**src/rtl/counter_unit.sv**
```systemverilog
// counter_unit: modulo time-unit counter (seconds / minutes / hours stage).
// Runs on a single clock with a count-enable tick; stages chain through
// carry -> en. Optional 12-hour display mapping and validated parallel load.
// Build option: define COUNTER_UNIT_DOWN_EN to honour up_dn (count down with
// a borrow pulse on carry). Without it the stage counts up only.
module counter_unit #(
    parameter int WIDTH    = 7,
    parameter int MOD_FULL = 24,
    parameter int MOD_HALF = 12
) (
    input  logic             unit_clk,
    input  logic             rst,
    input  logic             en,
    input  logic             mode_12,
    input  logic             load,
    input  logic [WIDTH-1:0] load_val,
    input  logic             up_dn,
    output logic [WIDTH-1:0] count,
    output logic [WIDTH-1:0] value,
    output logic             pm,
    output logic             carry,
    output logic             load_err
);

    localparam logic [WIDTH-1:0] LAST = WIDTH'(MOD_FULL - 1);
    localparam logic [WIDTH-1:0] HALF = WIDTH'(MOD_HALF);
    localparam logic [WIDTH:0]   FULL_EXT = (WIDTH+1)'(MOD_FULL);

    // Compare one bit wider so MOD_FULL == 2**WIDTH still validates correctly.
    logic load_ok;
    assign load_ok = ({1'b0, load_val} < FULL_EXT);

    logic at_last;
    assign at_last = (count == LAST);

`ifdef COUNTER_UNIT_DOWN_EN
    logic at_zero;
    assign at_zero = (count == '0);
`else
    // Direction input has no effect in the up-only build.
    logic unused_up_dn;
    assign unused_up_dn = up_dn;
`endif

    // Count register: reset, then load, then enabled step, else hold.
    always_ff @(posedge unit_clk or posedge rst) begin
        if (rst) begin
            count    <= '0;
            carry    <= 1'b0;
            load_err <= 1'b0;
        end else if (load) begin
            carry <= 1'b0;
            if (load_ok) begin
                count    <= load_val;
                load_err <= 1'b0;
            end else begin
                load_err <= 1'b1;
            end
        end else if (en) begin
            load_err <= 1'b0;
`ifdef COUNTER_UNIT_DOWN_EN
            if (!up_dn) begin
                if (at_zero) begin
                    count <= LAST;
                    carry <= 1'b1;
                end else begin
                    count <= count - 1'b1;
                    carry <= 1'b0;
                end
            end else
`endif
            if (at_last) begin
                count <= '0;
                carry <= 1'b1;
            end else begin
                count <= count + 1'b1;
                carry <= 1'b0;
            end
        end else begin
            carry    <= 1'b0;
            load_err <= 1'b0;
        end
    end

    // Display mapping: raw count, or 1..MOD_HALF with pm flag in half mode.
    // count < 2*MOD_HALF, so a single conditional subtract gives count mod MOD_HALF.
    logic             half_on;
    logic             upper;
    logic [WIDTH-1:0] rem;
    assign half_on = (MOD_HALF != 0) && mode_12;

    always_comb begin
        upper = 1'b0;
        rem   = count;
        value = count;
        pm    = 1'b0;
        if (half_on) begin
            upper = (count >= HALF);
            rem   = upper ? (count - HALF) : count;
            value = (rem == '0) ? HALF : rem;
            pm    = upper;
        end
    end

endmodule

```
**config.mk**
```make
export PLATFORM = sky130hd
export DESIGN_NAME = counter_unit
export DESIGN_NICKNAME = d
export VERILOG_FILES = /design/src/rtl/counter_unit.sv
export SDC_FILE = /design/constraint.sdc
export NUM_CORES = 1
export LEC_CHECK = 0
export CORE_MARGIN = 8
export CORE_UTILIZATION = 25
export DETAILED_ROUTE_END_ITERATION = 8
export PLACE_DENSITY_LB_ADDON = 0.2
export SLEW_MARGIN = 20
export SYNTH_ARGS = -nofsm -noshare
export SYNTH_HDL_FRONTEND = slang
export SYNTH_SLANG_ARGS = --single-unit
```
**constraint.sdc**
```tcl
create_clock -name unit_clk -period 2.3 [get_ports unit_clk]
set_input_delay 0.46 -clock unit_clk [delete_from_list [all_inputs] [get_ports unit_clk]]
set_output_delay 0.46 -clock unit_clk [all_outputs]
set_load 0.01 [all_outputs]
```
-- Word level (Yosys, flattened, before mapping)
Cells that the tools add are included.
- logic and storage cells: 25
- output and inout port bits: 17
- bits of input ports: 13
- flip-flop bits (word level): 9
- equal/unequal tests: 2
- magnitude comparators: 2
- mux-type cells: 13
- reductions and logical operators: 3
- add/subtract/negate cells: 2
- operator list (kind ; number):
    $mux W7 ; 7
    $add A7 B1 Y7 const B ; 1
    $eq A7 B5 Y1 const B ; 1
    $ge A7 B4 Y1 const B ; 1
    $logic_not A7 Y1 ; 1
    $lt A7 B5 Y1 const B ; 1
    $sub A7 B4 Y7 const B ; 1
    $mux W1 ; 6
    $ne A2 B1 Y1 const B ; 1
    $reduce_and A2 Y1 ; 1
    $reduce_bool A2 Y1 ; 1

-- Longest topological paths before layout
- word-level depth: 5
- depth in mapped cells: 6
- gate-level depth less buffers: 6

-- Worst setup path before layout
OpenSTA, ideal clock, no wires.
- path type: reg2out
- start: reg count[2]
- end: out value[3]
- setup slack: 0.154 ns
- path buffers: 1
- cell stages (with the launch flop): 7
- data arrival time: 1.686 ns
- required time: 1.840 ns
- cell sequence: dfrtp_1 ha_1 clkbuf_8 a211oi_2 a31o_2 mux2i_1 a31o_1
- longest elaborated chain between the ends: 5
- elaborated cells on any way between the ends: 6
- those cells by class: 1 x add/sub; 1 x order compare; 3 x mux; 1 x reduce/logical
- ends and longest elaborated chain (item ; RTL line ; source):
    start, declared ; 18 ; output logic [WIDTH-1:0] count,
    start signal, assigned ; 54 ; count <= load_val;
    start signal, assigned ; 76 ; count <= count + 1'b1;
    $sub A7 B4 Y7 or $ge A7 B4 Y1 (tied branches) ; 99, 98 ;
    $mux W7 (*) ; 99 ; rem = upper ? (count - HALF) : count;
    $logic_not A7 Y1 ; 100 ; value = (rem == '0) ? HALF : rem;
    $mux W7 (*) ; 100 ;
    $mux W7 (*) ; 97 ; if (half_on) begin
    end, declared ; 19 ; output logic [WIDTH-1:0] value,
Every way passes the cells marked *; elsewhere a longest branch is shown, timed or not.

-- Worst setup path in the final report
- start: reg count[2]
- end: out value[2]
- longest elaborated chain between the ends: 5
- elaborated cells on any way between the ends: 6
- those cells by class: 1 x add/sub; 1 x order compare; 3 x mux; 1 x reduce/logical
- ends and longest elaborated chain (item ; RTL line):
    $sub A7 B4 Y7 or $ge A7 B4 Y1 (tied branches) ; 99, 98
    $mux W7 ; 99
    $logic_not A7 Y1 ; 100
    $mux W7 ; 100
    $mux W7 (*) ; 97
Marked as above.

==> impl_metrics.prom <==
# TYPE chip_impl_metric gauge
chip_impl_info{name="status",value="finished with violations"} 1
chip_impl_info{name="failing_checks",value="setup timing"} 1
chip_impl_metric{name="initial_utilization",unit="%"} 26.32
chip_impl_metric{name="number_of_instances_in_the_synthesized_netlist",unit=""} 106
chip_impl_metric{name="timing.final.setup_violations",unit=""} 5
chip_impl_metric{name="synth_async_sr_flop_share",unit="%"} 100.0
chip_impl_metric{name="drcViolationCount",unit=""} 0
chip_impl_metric{name="slew_violations",unit=""} 0
chip_impl_info{name="top_reg_cell_synth",value="dfrtp_1"} 1
chip_impl_info{name="yosys_top_cell_by_area",value="dfrtp_1"} 1
chip_impl_metric{name="grt_max_degree",unit=""} 12
chip_impl_metric{name="worstPathRequired",unit="ns"} 1.84
chip_impl_metric{name="placement.setup.worst_slack",unit="ns"} -0.2792
chip_impl_metric{name="cellPowerDensity",unit="nW/um^2"} 849.8
chip_impl_metric{name="gr-total-overflow",unit=""} 0
chip_impl_metric{name="dieArea",unit="sq um"} 5736
chip_impl_metric{name="holdBufCountCts",unit=""} 0
chip_impl_metric{name="yosys_warnings",unit=""} 0
chip_impl_info{name="worst_min_path_class",value="input pin to asynchronous set/reset pin"} 1
chip_impl_metric{name="crit_fanout",unit=""} 4
chip_impl_info{name="clockRootBuffer",value="clkbuf_4"} 1
chip_impl_metric{name="number_of_synthesized_register_bits",unit=""} 9
chip_impl_metric{name="clkSlewWorstSetupHoldPaths",unit="ns"} 0.06
chip_impl_metric{name="placeableCoreArea",unit="sq um"} 3390
chip_impl_metric{name="cp.arrival",unit="ns"} 2.03
chip_impl_metric{name="synthesis.area",unit="sq um"} 892.1
chip_impl_metric{name="dr_total_vias",unit=""} 1031
chip_impl_metric{name="firstDrtPassIters",unit=""} 4
chip_impl_metric{name="yosysTopAreaCellShare",unit="%"} 25.25
chip_impl_metric{name="finalClockSkew",unit="ns"} 0.004689
chip_impl_metric{name="cts_inserted_buffers",unit=""} 3
chip_impl_metric{name="synth_seq_area_share",unit="%"} 25.25
chip_impl_metric{name="slew_headroom",unit="%"} 46.84
chip_impl_metric{name="vias_per_cell",unit=""} 4.840
chip_impl_metric{name="worst_path_largest_cell_delay",unit="ns"} 0.47
chip_impl_metric{name="maximum_number_of_buffers_from_clock_root_to_sink",unit=""} 2
chip_impl_info{name="worstSetupEndpointType",value="output port"} 1
chip_impl_metric{name="wirelength",unit="mm"} 3.032
chip_impl_info{name="setup.worst_path.start_class",value="register"} 1
chip_impl_metric{name="finalCriticalPeriod",unit="ns"} 2.490
chip_impl_metric{name="post-place-cells",unit=""} 201
chip_impl_info{name="path_cells",value="buf_6 -> a21o_1 -> a221oi_2 -> buf_4 -> a311oi_1 -> o311ai_1 -> buf_2"} 1
chip_impl_metric{name="clk_latency_worst_skew_pair",unit="ns"} 0.27
chip_impl_metric{name="synth.avg_cell_area",unit="sq um"} 8.416
chip_impl_metric{name="worst_slack",unit="ns"} -0.1896
chip_impl_metric{name="post_synth_num_cell_types",unit=""} 45
chip_impl_metric{name="irDropWorstVdd",unit="mV"} 0.3580
chip_impl_metric{name="portBuffers",unit=""} 28
chip_impl_metric{name="report.final.hold_viol_count",unit=""} 0
chip_impl_metric{name="cp_num_buf_inv",unit=""} 3
chip_impl_metric{name="finalNetCount",unit=""} 185
chip_impl_metric{name="cap_viol_max_count",unit=""} 0
chip_impl_info{name="layout_commonest_cell",value="buf_4"} 1
chip_impl_info{name="worst-setup-path-type",value="register to output port"} 1
chip_impl_metric{name="core.rowCount",unit=""} 21
chip_impl_metric{name="p_leak",unit="nW"} 0.6889
chip_impl_metric{name="num-fill-cells",unit=""} 323
chip_impl_info{name="grt_setup_unrepaired",value="yes"} 1
chip_impl_metric{name="ff_latch_area",unit="sq um"} 227.7
chip_impl_metric{name="post_route_cells_drive_above_1_share",unit="%"} 41.32
chip_impl_metric{name="max_clock_freq",unit="GHz"} 0.4017
chip_impl_info{name="worst_path_max_delay_cell",value="dfrtp_2"} 1
chip_impl_metric{name="die_y",unit="um"} 75.74
chip_impl_metric{name="net_count_synth",unit=""} 123
chip_impl_metric{name="final.period_utilization",unit="%"} 108.2
chip_impl_metric{name="worst_slew_pin_slew",unit="ns"} 0.7956
chip_impl_metric{name="ctsHtreeMaxLevel",unit=""} 1
chip_impl_metric{name="multi_input_comb_area",unit="sq um"} 680.7
chip_impl_info{name="mostFrequentLayoutCells",value="buf_4 (34), clkdlybuf4s50_1 (19), nand2_1 (9), a21oi_1 (8)"} 1
chip_impl_metric{name="ant_nets",unit=""} 0
chip_impl_metric{name="syn2layout_area_growth",unit="%"} 73.21
chip_impl_metric{name="drtIter0Drc",unit=""} 61
chip_impl_metric{name="count_of_flip_flops_with_a_built_in_enable_after_synthesis",unit=""} 0
chip_impl_metric{name="globalRouteTotalUtil",unit="%"} 11.21
chip_impl_info{name="cpLargestDelayFamily",value="compound AO/OA/AOI/OAI gates"} 1
chip_impl_metric{name="antennaDiodeCount",unit=""} 0
chip_impl_info{name="cts_tree",value="done"} 1
chip_impl_metric{name="grt_antenna_before_repair",unit=""} 0
chip_impl_info{name="post_synth_main_area_contributors",value="dfrtp_1 (25%), ha_1 (5.6%), a21oi_1 (5.0%)"} 1
chip_impl_metric{name="wire_length_of_the_first_global_routing_pass",unit="mm"} 4.802
chip_impl_metric{name="die_w",unit="um"} 75.74
chip_impl_metric{name="ios",unit=""} 30
chip_impl_metric{name="routed_wire_length_per_instance",unit="um"} 14.23
chip_impl_metric{name="cts_sinks",unit=""} 9
chip_impl_metric{name="gp_routability_congestion",unit=""} 0.8268
chip_impl_metric{name="finalNonFillerCells",unit=""} 213
chip_impl_metric{name="place_hpwl",unit="mm"} 2.304
chip_impl_metric{name="via_count_of_the_first_global_routing_pass",unit=""} 1033
==> layer usage <==
metal | wire (um) | vias to the layer above | GRT usage (%)
met2 | 1571 | 16 | 20.04
met3 | 143 | 4 | 3.289
met4 | 38 | 0 | 4.478
met1 | 1278 | 498 | 12.05
met5 | 0 | - | 0
li1 | - | 513 | -
==> layout make-up <==
class	count	area share, %
multi-input cells	82	44.05
well taps	46	3.725
flip-flops and latches	9	14.74
inverters	8	1.943
clock buffers	4	1.700
repair buffers	64	33.85
==> state kept, by name, indices dropped and copies added, names as in the netlist <==
name and flops:
carry 1, count 7, load_err 1
==> what timing repair did <==
item,4_1_cts,5_1_grt
gates resized for setup,43,12
buffers inserted,8,2
endpoints found under the hold margin,0,0
pin swaps,6,7
setup endpoints to repair,8,7
==> kinds of logic (layout without fill, tap and decap cells) <==
logic type               Yosys count  in the layout  share of synthesized area (%)
XOR/XNOR                           1              1                         0.9819
AO/OA/AOI/OAI                     36             36                          28.61
flip-flops                         9              9                          25.25
AND/OR/NAND/NOR                   37             37                          24.55
buffers and inverters             15             76                          10.38
adder cells (fa/ha/maj)            4              4                          5.610
multiplexers                       4              4                          4.628
==> final timing paths <==
kind / startpoint / endpoint / cells past startpoint / slack, ns
hold / removal: rst / carry / 2 / 0.44
hold reg to reg: count[1] / count[1] / 3 / 0.63
min in group unit_clk: count[1] / count[1] / 3 / 0.63
max in group asynchronous: rst / count[3] / 2 / 1.58
setup / recovery: count[2] / value[2] / 7 / -0.19
setup reg to reg: count[1] / count[4] / 6 / 0.57
==> worst register-to-register path: stages (launching register included) <==
cell      delay (ns)
dfrtp_1         0.38
buf_4           0.16
ha_1            0.24
nor4bb_4        0.18
a21oi_1         0.40
a21oi_1         0.14
o22ai_1         0.16
==> synthesized netlist by cell type, drive strengths merged (2+ instances only) <==
cell type,instances
a21oi,9
dfrtp,9
nand2,9
inv,8
o21ai,7
buf,6
nand2b,5
nand3,5
ha,4
nor2,4
a31o,3
mux2i,3
nor2b,3
a211oi,2
a21o,2
a221oi,2
a31oi,2
a32oi,2
==> metrics by stage <==
step / hold slack, ns / cell area [sq um] / setup TNS, ns / util, % / total power [W]
6_report: 0.4433 / 1545 / -0.3143 / 45.59 / 0.001313
4_1_cts: 0.4568 / 1494 / -0.5993 / 44.08 / 0.001254
2_1_floorplan: 0.2879 / 892.1 / 0 / - / 0.0006427
3_5_place_dp: 0.6354 / 1378 / -1.692 / 40.64 / 0.001049
5_1_grt: 0.4912 / 1545 / -0.7696 / 45.59 / 0.001410
3_3_place_gp: 0.5980 / 1378 / -1.348 / 40.64 / 0.001036
==> power breakdown <==
group	internal (W)	switching [W]
clock	0.0000672	0.0000620
sequential	0.000193	0.0000530
combinational	0.000514	0.000424
Note: power is estimated with default switching activity, not from simulation.
